### config.mk
export PLATFORM = sky130hd
export DESIGN_NAME = inst_encoder
export DESIGN_NICKNAME = d
export VERILOG_FILES = /design/src/rtl/inst_encoder.sv
export SDC_FILE = /design/constraint.sdc
export NUM_CORES = 1
export LEC_CHECK = 0
export BUFFER_PORTS_ARGS = -buffer_cell sky130_fd_sc_hd__buf_2
export CAP_MARGIN = 5
export CORE_ASPECT_RATIO = 2
export CORE_UTILIZATION = 48
export DETAILED_ROUTE_END_ITERATION = 10
export PLACE_DENSITY_LB_ADDON = 0.25
export SLEW_MARGIN = 10
export SYNTH_ARGS = -nofsm -noshare
export SYNTH_HDL_FRONTEND = slang
export SYNTH_SLANG_ARGS = --single-unit
### constraint.sdc
create_clock -name clk -period 2.4 [get_ports clk]
set_clock_uncertainty 0.05 [all_clocks]
set_input_delay 0.48 -clock clk [delete_from_list [all_inputs] [get_ports clk]]
set_output_delay 0.48 -clock clk [all_outputs]
set_load 0.02 [all_outputs]
### src/rtl/inst_encoder.sv
// rtl/inst_encoder.sv - RV32E instruction word encoder with legality checks and output FIFO

`ifndef TYPE_BUS
`define TYPE_BUS 2:0
`endif
`ifndef INST_R
`define INST_R 3'd0
`endif
`ifndef INST_I
`define INST_I 3'd1
`endif
`ifndef INST_S
`define INST_S 3'd2
`endif
`ifndef INST_B
`define INST_B 3'd3
`endif
`ifndef INST_U
`define INST_U 3'd4
`endif
`ifndef INST_J
`define INST_J 3'd5
`endif

module inst_encoder #(
  parameter int FIFO_DEPTH  = 2,
  parameter int CNT_W       = 16,
  parameter int CHECK_RV32E = 1
) (
  input  logic             clk,
  input  logic             rst,
  input  logic             in_valid,
  output logic             in_ready,
  input  logic [`TYPE_BUS] in_type,
  input  logic [6:0]       in_opcode,
  input  logic [4:0]       in_rd,
  input  logic [4:0]       in_rs1,
  input  logic [4:0]       in_rs2,
  input  logic [2:0]       in_funct3,
  input  logic [6:0]       in_funct7,
  input  logic [31:0]      in_imm32,
  output logic             out_valid,
  input  logic             out_ready,
  output logic [31:0]      out_inst,
  output logic             out_err,
  output logic [2:0]       out_errcode,
  output logic [CNT_W-1:0] enc_cnt,
  output logic [CNT_W-1:0] err_cnt,
  input  logic             clr_cnt
);

  localparam int PTR_W = $clog2(FIFO_DEPTH);
  localparam int CNT_DW = $clog2(FIFO_DEPTH + 1);
  localparam logic REG_CHK = (CHECK_RV32E != 0);

  localparam logic [2:0] E_OK    = 3'd0;
  localparam logic [2:0] E_RANGE = 3'd1;
  localparam logic [2:0] E_ALIGN = 3'd2;
  localparam logic [2:0] E_REG   = 3'd3;
  localparam logic [2:0] E_TYPE  = 3'd4;

  typedef struct packed {
    logic [2:0]  code;
    logic [31:0] inst;
  } entry_t;

  // An immediate fits an N-bit signed field when all bits above N-1 equal bit N-1.
  logic fits12, fits13, fits21;
  assign fits12 = (&in_imm32[31:11]) | ~(|in_imm32[31:11]);
  assign fits13 = (&in_imm32[31:12]) | ~(|in_imm32[31:12]);
  assign fits21 = (&in_imm32[31:20]) | ~(|in_imm32[31:20]);

  logic [31:0] raw_word, enc_word;
  logic [2:0]  enc_code;
  logic        use_rd, use_rs1, use_rs2, type_bad, reg_bad, align_bad, range_bad;

  // Field packing per type, legality checks, and priority-resolved error code.
  always_comb begin
    raw_word  = '0;
    use_rd    = 1'b0;
    use_rs1   = 1'b0;
    use_rs2   = 1'b0;
    type_bad  = 1'b0;
    align_bad = 1'b0;
    range_bad = 1'b0;
    case (in_type)
      `INST_R: begin
        raw_word = {in_funct7, in_rs2, in_rs1, in_funct3, in_rd, in_opcode};
        use_rd = 1'b1; use_rs1 = 1'b1; use_rs2 = 1'b1;
      end
      `INST_I: begin
        raw_word = {in_imm32[11:0], in_rs1, in_funct3, in_rd, in_opcode};
        use_rd = 1'b1; use_rs1 = 1'b1;
        range_bad = !fits12;
      end
      `INST_S: begin
        raw_word = {in_imm32[11:5], in_rs2, in_rs1, in_funct3, in_imm32[4:0], in_opcode};
        use_rs1 = 1'b1; use_rs2 = 1'b1;
        range_bad = !fits12;
      end
      `INST_B: begin
        raw_word = {in_imm32[12], in_imm32[10:5], in_rs2, in_rs1, in_funct3,
                    in_imm32[4:1], in_imm32[11], in_opcode};
        use_rs1 = 1'b1; use_rs2 = 1'b1;
        align_bad = in_imm32[0];
        range_bad = !fits13;
      end
      `INST_U: begin
        raw_word = {in_imm32[31:12], in_rd, in_opcode};
        use_rd = 1'b1;
        align_bad = |in_imm32[11:0];
      end
      `INST_J: begin
        raw_word = {in_imm32[20], in_imm32[10:1], in_imm32[11], in_imm32[19:12], in_rd, in_opcode};
        use_rd = 1'b1;
        align_bad = in_imm32[0];
        range_bad = !fits21;
      end
      default: type_bad = 1'b1;
    endcase
    reg_bad = REG_CHK && ((use_rd && in_rd[4]) || (use_rs1 && in_rs1[4]) || (use_rs2 && in_rs2[4]));
    if (type_bad)       enc_code = E_TYPE;
    else if (reg_bad)   enc_code = E_REG;
    else if (align_bad) enc_code = E_ALIGN;
    else if (range_bad) enc_code = E_RANGE;
    else                enc_code = E_OK;
    enc_word = (enc_code == E_OK) ? raw_word : 32'h0;
  end

  entry_t             mem_q [FIFO_DEPTH];
  entry_t             mem_d [FIFO_DEPTH];
  logic [PTR_W-1:0]   wr_ptr_q, wr_ptr_d, rd_ptr_q, rd_ptr_d;
  logic [CNT_DW-1:0]  count_q, count_d;
  logic [CNT_W-1:0]   enc_cnt_q, enc_cnt_d, err_cnt_q, err_cnt_d;
  logic               full, empty, push, pop;

  assign full      = (count_q == CNT_DW'(FIFO_DEPTH));
  assign empty     = (count_q == '0);
  assign in_ready  = !full;
  assign push      = in_valid && in_ready;
  assign pop       = !empty && out_ready;
  assign out_valid = !empty;
  assign out_inst    = empty ? 32'h0 : mem_q[rd_ptr_q].inst;
  assign out_errcode = empty ? 3'd0  : mem_q[rd_ptr_q].code;
  assign out_err     = (out_errcode != E_OK);
  assign enc_cnt   = enc_cnt_q;
  assign err_cnt   = err_cnt_q;

  // FIFO next state: write at tail on accept, advance head on pop, pointers wrap naturally.
  always_comb begin
    mem_d    = mem_q;
    wr_ptr_d = wr_ptr_q;
    rd_ptr_d = rd_ptr_q;
    count_d  = count_q;
    if (push) begin
      mem_d[wr_ptr_q] = {enc_code, enc_word};
      wr_ptr_d = wr_ptr_q + PTR_W'(1);
    end
    if (pop) begin
      rd_ptr_d = rd_ptr_q + PTR_W'(1);
    end
    if (push && !pop)      count_d = count_q + CNT_DW'(1);
    else if (!push && pop) count_d = count_q - CNT_DW'(1);
  end

  // Saturating statistics; a clear takes precedence over a same-cycle increment.
  always_comb begin
    enc_cnt_d = enc_cnt_q;
    err_cnt_d = err_cnt_q;
    if (clr_cnt) begin
      enc_cnt_d = '0;
      err_cnt_d = '0;
    end else if (push) begin
      if (!(&enc_cnt_q)) enc_cnt_d = enc_cnt_q + CNT_W'(1);
      if ((enc_code != E_OK) && !(&err_cnt_q)) err_cnt_d = err_cnt_q + CNT_W'(1);
    end
  end

  // State registers; reset drops any queued words.
  always_ff @(posedge clk) begin
    if (rst) begin
      for (int i = 0; i < FIFO_DEPTH; i++) mem_q[i] <= '0;
      wr_ptr_q  <= '0;
      rd_ptr_q  <= '0;
      count_q   <= '0;
      enc_cnt_q <= '0;
      err_cnt_q <= '0;
    end else begin
      mem_q     <= mem_d;
      wr_ptr_q  <= wr_ptr_d;
      rd_ptr_q  <= rd_ptr_d;
      count_q   <= count_d;
      enc_cnt_q <= enc_cnt_d;
      err_cnt_q <= err_cnt_d;
    end
  end

endmodule

==> out/metrics.csv <==
metric,value,unit
"CTS clk-pin slew, worst paths",0.07,ns
DR WL met3,1030,um
HPWL after DPL,11900,um
post-synthesis compound-gate area fraction,16.8,%
Post-DRT Antenna Nets,0,
Critical Path Start Type,primary input,
core box area,0.0108,mm^2
WL per Instance,17.0,um
arrival time of the worst setup path,2.53,ns
Routed WL,16200,um
initial antenna violation count,0,
#FFs+latches synth,106,
clock sink count,106,
Port Buffer Count,141,
Reg area,0.00212,mm^2
share of cells above drive strength 1,25.6,%
H-tree Lvls,3,
DR iter-0 viols,327,
Mapped Area,0.00531,mm^2
Die Area,0.0115,mm^2
row cnt,54,
Leak,2.66,nW
Fmax,436,MHz
DRC errors left,0,
nets,887,
GRT Util Overall,27.7,%
instance area at placement,0.00633,mm^2
synthesized-area fraction occupied by adder cells,0.708,%
Setup CP Type,in -> reg,
worst setup margin,0.104,ns
placed cells,938,
syn avg cell area,7.99,um^2
WL met2,8560,um
power density cells,685,mW/mm^2
CP top delay family,compound AO/OA/AOI/OAI gates,
Synth Area in XOR/XNOR,2.97,%
Max Used Layer,met4,
first-pass GRT wire length,25100,um
Worst Path Required,2.63,ns
"EDFF count, synth",0,
Synth Flop Type,dfxtp_1,
post-synthesis cell type count,48,
min cycle time layout,2.30,ns
most frequent cells in the layout,"141 x buf_2, 105 x dfxtp_1, 99 x nand2_1",
syn_nets,739,
Setup TNS,0,ns
Max-slew headroom,27.5,%
largest family of logic cells by synthesized area,simple AND/OR/NAND/NOR gates,
TritonCTS clock tree,yes,
Cells after Synth,664,
Max VDD drop,0.610,mV
Clock Tree Root,clkbuf_16,
Post-Place Setup Slack,-0.309,ns
# diodes,0,
total power,4.58,mW
Num CTS Buffers,9,
Max Slew Vio Count,0,
# IOs,142,
total grt overflow,0,
drt via density,5.73,
vias in the first global route,5343,
worst skew pair latency,0.36,ns
Async SR Flop Fraction,0,%
Fill cells,998,
"Design Area, Final",0.00669,mm^2
status,finished clean,
via count,5487,
number of max-cap violations,0,
M1 WL,6090,um
register area share after synthesis,40.0,%
CP max stage cell,or4_1,
simple-gate share of the synthesized area,24.5,%
Layout area overhead,26.0,%
multiplexer share of the synthesized area,10.8,%
Initial DRT Pass Iterations,5,
Final Setup Violations,0,
CTS max path bufs,2,
CP cell instances,buf_2 -> or4_1 -> o2111ai_2 -> o311ai_2 -> a211oi_4 -> buf_4 -> clkbuf_16 -> nand4_1 -> a21oi_1,
CP Capture Type,flip-flop,
GPL Wtd Cong,0.890,
actual slew at the worst max-slew pin,1.08,ns
Final Cycle Share,95.7,%
Multi-input gate area,0.00299,mm^2
Non-Filler Instances,957,
Starting Density,49.1,%
largest fanout on the critical path,14,
Ys Warns,0,
Buf/Inv on CP,3,
Die H,151,um
Min-Delay Path Class,in -> reg,
Final Hold Fails,0,
Die Wd,76.3,um
highest cell delay on the worst timing path,0.56,ns
largest net degree at the start of global routing,30,
"most common cell after layout, fill and taps aside",buf_2,
-- kinds of logic after synthesis --
| group | count (synthesis) |
|---|---|
| and+or+nand+nor | 278 |
| AOI/OAI and AO/OA | 146 |
| DFF | 106 |
| muxes | 57 |
| buffers and inverters | 56 |
| xor gates and xnor gates | 18 |
| adders and majority gates | 3 |
-- metrics by stage --
stage          hold slack [ns]  util, %
4_1_cts                  0.340     61.2
3_5_place_dp             0.390     58.5
2_1_floorplan            0.374        -
3_3_place_gp             0.383     58.5
6_report                 0.345     61.8
5_1_grt                  0.339     61.8
-- worst reg2reg max path: cells and delay by family (launching register included) --
kind | cells | cell delay (ns)
buffers and inverters | 1 | 0.23
AO/OA/AOI/OAI | 2 | 0.61
flip-flops | 1 | 0.39
AND/OR/NAND/NOR | 1 | 0.22
adder cells (fa/ha/maj) | 1 | 0.28
multiplexers | 1 | 0.22
-- cells in the mapped netlist (all sizes together) (4+ instances only) --
library cell / n / area (um^2)
and4: 4 / 35.0
nand3: 12 / 60.1
or3: 18 / 113
nor2: 75 / 282
xor2: 5 / 43.8
nor3: 10 / 50.1
o22a: 6 / 52.6
o21ai: 53 / 265
a211oi: 6 / 50.1
nand4: 29 / 181
a22oi: 28 / 210
buf: 15 / 72.6
dfxtp: 106 / 2120
xnor2: 13 / 114
nor4: 9 / 56.3
mux2i: 56 / 561
nand2b: 4 / 25.0
and3: 5 / 31.3
clkbuf: 30 / 113
a21oi: 40 / 200
inv: 11 / 41.3
nand2: 99 / 372
-- registers in the layout (all words and copies together), names as in the netlist --
register and count:
err_cnt 16, enc_cnt 16, mem_q 70, wr_ptr_q 1, rd_ptr_q 1, count_q 2
-- worst paths after layout --
path,slack (ns),depth (start not counted),end,from
setup / recovery,0.10,9,mem_q[41]$_SDFFE_PP0P_,in_imm32[17]
hold / removal,0.35,3,mem_q[39]$_SDFFE_PP0P_,in_opcode[4]
setup reg to reg,0.32,6,err_cnt[0]$_SDFFE_PP0P_,err_cnt[0]$_SDFFE_PP0P_
hold reg to reg,0.40,2,mem_q[21]$_SDFFE_PP0P_,mem_q[21]$_SDFFE_PP0P_
-- final cells by class --
class	instances	area share (%)
Tap cell	140	2.62
Sequential cell	106	31.8
Timing Repair Buffer	182	15.9
Multi-Input combinational cell	502	44.8
Clock buffer	10	3.57
Inverter	11	0.618
Clock inverter	6	0.824
-- layer usage --
metal,track usage (%),vias to the layer above
li1,-,2664
met1,28.9,2564
met2,51.8,215
met3,4.73,44
met4,15.5,0
met5,0,-
-- what timing repair did --
action	in CTS	in global routing
buffers inserted	0	2
endpoints found under the setup margin	0	16
resized for setup	0	6
hold buffers	0	0
endpoints found under the hold margin	0	0
-- report_power, final --
group	leakage (nW)	switching (mW)	total, mW	internal, mW
registers	0.857	0.0894	1.91	1.83
logic	1.66	0.744	1.19	0.448
clock network	0.147	0.715	1.47	0.760
total	2.66	1.55	4.58	3.03
No activity file was read; power rests on OpenSTA's default activity.
